===== src/rtl/nco_freq_meter.sv =====
// nco_freq_meter
//   Measures the frequency of a signed sample stream (NCO loopback or ADC
//   capture) and reports it as a frequency control word on the NCO scale:
//   word = f_in * 2^DATA_WIDTH / f_clk. The measurement averages over a
//   programmable number of signal periods. The quotient N*2^DATA_WIDTH / D
//   comes from a multi-cycle restoring divider, where D is the measured
//   span in clock periods.
//
// Ports
//   clk           in   clock; sample_in is sampled on every rising edge
//   rst_n         in   asynchronous active-low reset
//   sample_in     in   [SAMPLE_W-1:0] two's-complement sample stream
//   gate_periods  in   [7:0] periods to average (0 behaves as 1), latched on start
//   start         in   one-cycle request, ignored while busy
//   busy          out  measurement in progress
//   fre_word      out  [DATA_WIDTH-1:0] last successful measurement, held
//   fre_valid     out  one-cycle pulse when fre_word updates
//   timeout       out  one-cycle pulse when a measurement aborts
module nco_freq_meter #(
  parameter int DATA_WIDTH = 28,
  parameter int SAMPLE_W   = 14,
  parameter int HYST       = 64,
  parameter int CNT_W      = 32
) (
  input  logic                  clk,
  input  logic                  rst_n,
  input  logic [SAMPLE_W-1:0]   sample_in,
  input  logic [7:0]            gate_periods,
  input  logic                  start,
  output logic                  busy,
  output logic [DATA_WIDTH-1:0] fre_word,
  output logic                  fre_valid,
  output logic                  timeout
);

  // The dividend N << DATA_WIDTH needs 8 extra bits for N up to 255.
  localparam int DIV_W     = DATA_WIDTH + 8;
  localparam int DIV_CNT_W = $clog2(DIV_W);
  localparam logic [DIV_CNT_W-1:0] DIV_LAST = DIV_CNT_W'(DIV_W - 1);
  localparam logic [CNT_W-1:0]     CYC_MAX  = '1;
  localparam logic signed [SAMPLE_W-1:0] HYST_P = SAMPLE_W'(HYST);
  localparam logic signed [SAMPLE_W-1:0] HYST_N = SAMPLE_W'(-HYST);

  typedef enum logic [2:0] {
    S_IDLE,
    S_ARM,
    S_COUNT,
    S_DIVIDE,
    S_DONE
  } state_t;

  // Quotients that do not fit the output word clamp to all-ones.
  function automatic logic [DATA_WIDTH-1:0] sat_word(input logic [DIV_W-1:0] q);
    if (|q[DIV_W-1:DATA_WIDTH]) begin
      return '1;
    end
    return q[DATA_WIDTH-1:0];
  endfunction

  state_t                       state_q, state_d;
  logic signed [SAMPLE_W-1:0]   smp_q, smp_d;
  logic                         below_q, below_d;
  logic [7:0]                   n_q, n_d;
  logic [7:0]                   ncnt_q, ncnt_d;
  logic [CNT_W-1:0]             cyc_q, cyc_d;
  logic [DIV_CNT_W-1:0]         div_cnt_q, div_cnt_d;
  logic                         busy_q, busy_d;
  logic [DATA_WIDTH-1:0]        fre_word_q, fre_word_d;
  logic                         fre_valid_q, fre_valid_d;
  logic                         timeout_q, timeout_d;

  // Divider datapath: divisor, partial remainder, dividend/quotient shifter.
  // D can reach 2^CNT_W when a crossing lands on the last count, so it
  // carries one extra bit.
  logic [CNT_W:0]               d_q, d_d;
  logic [CNT_W:0]               rem_q, rem_d;
  logic [DIV_W-1:0]             quo_q, quo_d;

  logic                         crossing;
  logic [CNT_W+1:0]             rem_sh;
  logic [CNT_W:0]               rem_sub;

  always_comb begin
    state_d     = state_q;
    smp_d       = $signed(sample_in);
    below_d     = below_q;
    n_d         = n_q;
    ncnt_d      = ncnt_q;
    cyc_d       = cyc_q;
    div_cnt_d   = div_cnt_q;
    busy_d      = busy_q;
    fre_word_d  = fre_word_q;
    fre_valid_d = 1'b0;
    timeout_d   = 1'b0;
    d_d         = d_q;
    rem_d       = rem_q;
    quo_d       = quo_q;

    // Hysteresis detector: arm on a clearly negative sample, fire on the
    // first clearly positive one afterwards. Runs in every state.
    crossing = below_q && (smp_q >= HYST_P);
    if (crossing) begin
      below_d = 1'b0;
    end else if (smp_q <= HYST_N) begin
      below_d = 1'b1;
    end

    // One restoring-division step: shift in the next dividend bit and
    // subtract the divisor when it fits. The subtraction result is below
    // D, so dropping the top bit is exact.
    rem_sh  = {rem_q, quo_q[DIV_W-1]};
    rem_sub = rem_sh[CNT_W:0] - d_q;

    unique case (state_q)
      S_IDLE: begin
        if (start) begin
          n_d     = (gate_periods == 8'd0) ? 8'd1 : gate_periods;
          cyc_d   = '0;
          ncnt_d  = '0;
          busy_d  = 1'b1;
          state_d = S_ARM;
        end
      end
      S_ARM: begin
        if (crossing) begin
          cyc_d   = '0;
          state_d = S_COUNT;
        end else if (cyc_q == CYC_MAX) begin
          timeout_d = 1'b1;
          busy_d    = 1'b0;
          state_d   = S_IDLE;
        end else begin
          cyc_d = cyc_q + 1'b1;
        end
      end
      S_COUNT: begin
        if (crossing && (ncnt_q + 8'd1 == n_q)) begin
          d_d       = {1'b0, cyc_q} + (CNT_W + 1)'(1);
          quo_d     = {n_q, {DATA_WIDTH{1'b0}}};
          rem_d     = '0;
          div_cnt_d = '0;
          state_d   = S_DIVIDE;
        end else if (crossing) begin
          // A crossing beats a timeout; hold the counter at its ceiling so
          // the next quiet cycle still aborts instead of wrapping.
          ncnt_d = ncnt_q + 8'd1;
          cyc_d  = (cyc_q == CYC_MAX) ? cyc_q : cyc_q + 1'b1;
        end else if (cyc_q == CYC_MAX) begin
          timeout_d = 1'b1;
          busy_d    = 1'b0;
          state_d   = S_IDLE;
        end else begin
          cyc_d = cyc_q + 1'b1;
        end
      end
      S_DIVIDE: begin
        if (rem_sh >= {1'b0, d_q}) begin
          rem_d = rem_sub;
          quo_d = {quo_q[DIV_W-2:0], 1'b1};
        end else begin
          rem_d = rem_sh[CNT_W:0];
          quo_d = {quo_q[DIV_W-2:0], 1'b0};
        end
        if (div_cnt_q == DIV_LAST) begin
          state_d = S_DONE;
        end else begin
          div_cnt_d = div_cnt_q + 1'b1;
        end
      end
      S_DONE: begin
        fre_word_d  = sat_word(quo_q);
        fre_valid_d = 1'b1;
        busy_d      = 1'b0;
        state_d     = S_IDLE;
      end
      default: begin
        state_d = S_IDLE;
      end
    endcase
  end

  // Control and output registers
  always_ff @(posedge clk or negedge rst_n) begin
    if (!rst_n) begin
      state_q     <= S_IDLE;
      smp_q       <= '0;
      below_q     <= 1'b0;
      n_q         <= '0;
      ncnt_q      <= '0;
      cyc_q       <= '0;
      div_cnt_q   <= '0;
      busy_q      <= 1'b0;
      fre_word_q  <= '0;
      fre_valid_q <= 1'b0;
      timeout_q   <= 1'b0;
    end else begin
      state_q     <= state_d;
      smp_q       <= smp_d;
      below_q     <= below_d;
      n_q         <= n_d;
      ncnt_q      <= ncnt_d;
      cyc_q       <= cyc_d;
      div_cnt_q   <= div_cnt_d;
      busy_q      <= busy_d;
      fre_word_q  <= fre_word_d;
      fre_valid_q <= fre_valid_d;
      timeout_q   <= timeout_d;
    end
  end

  // Divider datapath registers; always loaded before use
  always_ff @(posedge clk) begin
    d_q   <= d_d;
    rem_q <= rem_d;
    quo_q <= quo_d;
  end

  assign busy      = busy_q;
  assign fre_word  = fre_word_q;
  assign fre_valid = fre_valid_q;
  assign timeout   = timeout_q;

endmodule

===== config.mk =====
export PLATFORM = sky130hd
export DESIGN_NAME = nco_freq_meter
export DESIGN_NICKNAME = d
export VERILOG_FILES = /design/src/rtl/nco_freq_meter.sv
export SDC_FILE = /design/constraint.sdc
export NUM_CORES = 1
export LEC_CHECK = 0
export BUFFER_PORTS_ARGS = -buffer_cell sky130_fd_sc_hd__buf_2
export CELL_PAD_IN_SITES_DETAIL_PLACEMENT = 0
export CELL_PAD_IN_SITES_GLOBAL_PLACEMENT = 1
export CORE_MARGIN = 2
export CORE_UTILIZATION = 49
export CTS_CLUSTER_SIZE = 8
export DETAILED_ROUTE_END_ITERATION = 7
export PLACE_DENSITY_LB_ADDON = 0.15
export REMOVE_ABC_BUFFERS = 1
export SYNTH_ARGS = -nofsm -noshare
export SYNTH_HDL_FRONTEND = slang
export SYNTH_SLANG_ARGS = --single-unit

===== constraint.sdc =====
create_clock -name clk -period 6 [get_ports clk]
set_input_delay 0.9 -clock clk [delete_from_list [all_inputs] [get_ports clk]]
set_output_delay 0.9 -clock clk [all_outputs]
set_load 0.01 [all_outputs]

==> metrics.md <==
| Metric | Value |
|---|---|
| Status | complete, no violations |
| Post-cts sizing count | 0 |
| Largest net degree at the start of global routing | 73 |
| Vias in the first global route | 7422 |
| Most frequent cells in the layout | dfrtp_1, edfxtp_1, nand2_1, nor2_1, a21oi_1 |
| Final Max Tran Viols | 0 |
| Core area | 0.0216 mm^2 |
| DIE HEIGHT | 152 um |
| Core Rows | 54 |
| Io pins | 56 |
| Setup TNS Final | 0 ns |
| Worst-path clk slew | 0.05 ns |
| Gpl congestion | 0.812 |
| Clk root buf | clkbuf_16 |
| First-pass GRT wire length | 38.1 mm |
| H-tree levels | 1 |
| Synth Instances | 1007 |
| Starting DRT DRC Count | 422 |
| Post-synth ARST share | 50.2% |
| Vias | 7407 |
| Fill cells | 1927 |
| Synthesized area per cell | 10.6 um^2 |
| Sequential share of the synthesized area | 52.6% |
| MaxCap Viol Count | 0 |
| Post-Route Skew | 0.00769 ns |
| Static leakage | 4.70 nW |
| Fin crit period | 3.94 ns |
| Max Clk Rate | 254 MHz |
| Total Nets Final | 1122 |
| Total CTS buffers | 29 |
| Overall routing resource usage | 19.8% |
| Non-Filler Instances | 1359 |
| Synth area leaders | edfxtp_1, dfrtp_1, xnor2_1, ha_1, a21oi_1 |
| Max-slew headroom | 20.7% |
| Initial Util | 49.6% |
| Number of diodes | 0 |
| Antenna violations before repair | 0 |
| Final period utilization | 65.7% |
| CTS tree | done |
| Final setup violation count | 0 |
| Clk_lat worst skew | 0.54 ns |
| CP Data Required Time | 6.41 ns |
| Crit Path Category | reg -> reg |
| Synth cell types | 64 |
| Die outline area | 0.0231 mm^2 |
| Final Hold Fails | 0 |
| DR WL/cell | 16.5 um |
| CTS sink count | 205 |
| Most common cell after layout, fill and taps aside | dfrtp_1 |
| Antenna-violating nets left | 0 |
| Peak supply drop | 0.264 mV |
| Top_reg_cell synth | dfrtp_1 |
| Port Buffers | 55 |
| Postcts setup bufs | 0 |
| DP Cell Count | 1309 |
| Via density per instance | 5.45 |
| Detailed Routing Iterations Pass 1 | 5 |
| Share of cells above drive strength 1 | 11.2% |
| Synth Warn # | 0 |
| Register area | 0.00564 mm^2 |
| Number of flops mapped to enable cells by yosys | 102 |
| Top cell type's share of synthesized area | 28.6% |
| Global route total overflow | 0 |
| Drt total wl | 22.5 mm |
| Hold buffers post-CTS | 0 |
| Cell Area, Synth | 0.0107 mm^2 |
| RSZ-0062 raised after global routing | no |
| Area delta synth->final | 12.4% |
| Critical path endpoint category | flop |
| Area of the multi-input gates | 0.00471 mm^2 |
| Crit Path Max Fanout | 41 |
| Power per Cell Area | 438 mW/mm^2 |
| WP data arrival | 4.35 ns |
| #FFs+latches synth | 205 |
| Synth area leader | edfxtp_1 |
| Die Width | 152 um |
| DR DRC count | 0 |
| Worst Setup Start Kind | flop |
| Post-DP HPWL | 15.4 mm |
| Hold crit path type | in -> async |
| Worst-Margin Slew | 1.19 ns |
| Clock buffer depth | 3 |
-- flip-flops by register name, indices dropped and copies added (netlist names) --
name,flops
busy,1
d_q,33
quo_q,36
n_q,8
smp_q,14
ncnt_q,8
fre_word,28
div_cnt_q,6
rem_q,33
state_q,3
fre_valid,1
timeout,1
below_q,1
cyc_q,32
-- cells in the mapped netlist (6+ instances only) --
master / instances
o21bai_1: 7
mux2_2: 8
xnor2_1: 54
buf_2: 6
a211oi_1: 6
mux2i_1: 30
dfrtp_1: 103
xor2_1: 31
nor4_1: 7
nand4_1: 16
ha_1: 36
inv_1: 50
nor3_1: 20
o21ai_1: 20
edfxtp_1: 102
o21a_1: 8
and3_1: 10
nor2_1: 79
and2_1: 30
nand2_1: 89
a21o_1: 9
clkbuf_1: 27
or3_1: 24
nand3_1: 30
o21ai_0: 31
o22a_1: 28
a21oi_1: 68
nand2b_1: 6
-- worst max-delay path: stages (launching register included) --
cell and delay [ns]:
dfrtp_1 0.57, inv_1 0.21, nor3_1 0.51, nand2_1 0.21, a2111oi_4 0.34, buf_4 0.46
or3_1 0.86, buf_4 0.33, nor3_1 0.07, xnor2_1 0.15, nor2_1 0.05
-- layout make-up --
class / count / area share (%)
Timing Repair Buffer: 62 / 2.74
Inverter: 50 / 1.56
Sequential cell: 205 / 46.8
Tap cell: 280 / 2.91
Clock inverter: 1 / 0.166
Multi-Input combinational cell: 712 / 39.1
Clock buffer: 49 / 6.73
-- layer usage --
layer	vias up	share of wire, %	global-route usage, %	routed length (um)
li1	3722	-	-	-
met1	3536	50	30.3	11300
met2	111	44	30.0	9970
met3	38	3.2	2.65	721
met4	0	2.0	5.16	446
met5	-	0	0	0
-- per-stage QoR --
stage / worst slack, ns / util, % / hold WS, ns / instance area (um^2) / total power, mW
after CTS: 2.05 / 55.7 / 0.290 / 12100 / 5.34
after global placement: 2.07 / 51.9 / 0.468 / 11200 / 3.81
final: 2.06 / 55.7 / 0.304 / 12100 / 5.28
after detailed placement: 2.05 / 51.9 / 0.468 / 11200 / 3.82
after global routing: 1.68 / 55.7 / 0.315 / 12100 / 5.64
after floorplan: 1.76 / - / 0.453 / 10500 / 3.30
-- cells by family after synthesis --
group | synth area share (%)
AOI/OAI and AO/OA | 12.5
xor gates and xnor gates | 6.94
adders and majority gates | 4.39
buffers and inverters | 3.58
DFF | 52.6
muxes | 3.64
and+or+nand+nor | 16.3
-- power breakdown --
part | switching (mW) | internal [mW]
Clock | 0.577 | 0.907
Combinational | 1.03 | 0.683
Sequential | 0.225 | 1.85
-- worst paths after layout --
check                              start          end  slack, ns  cells after the start
max                           state_q[1]    cyc_q[11]       2.06                     10
min                                rst_n  fre_word[8]       0.30                      1
max reg2reg                   state_q[1]    cyc_q[11]       2.06                     10
min reg2reg                     quo_q[3]  fre_word[3]       0.48                      1
max in group asynchronous          rst_n    cyc_q[22]       4.43                      2
min in group clk           sample_in[13]    smp_q[13]       0.47                      1
Power figures use the tool's default switching activity.
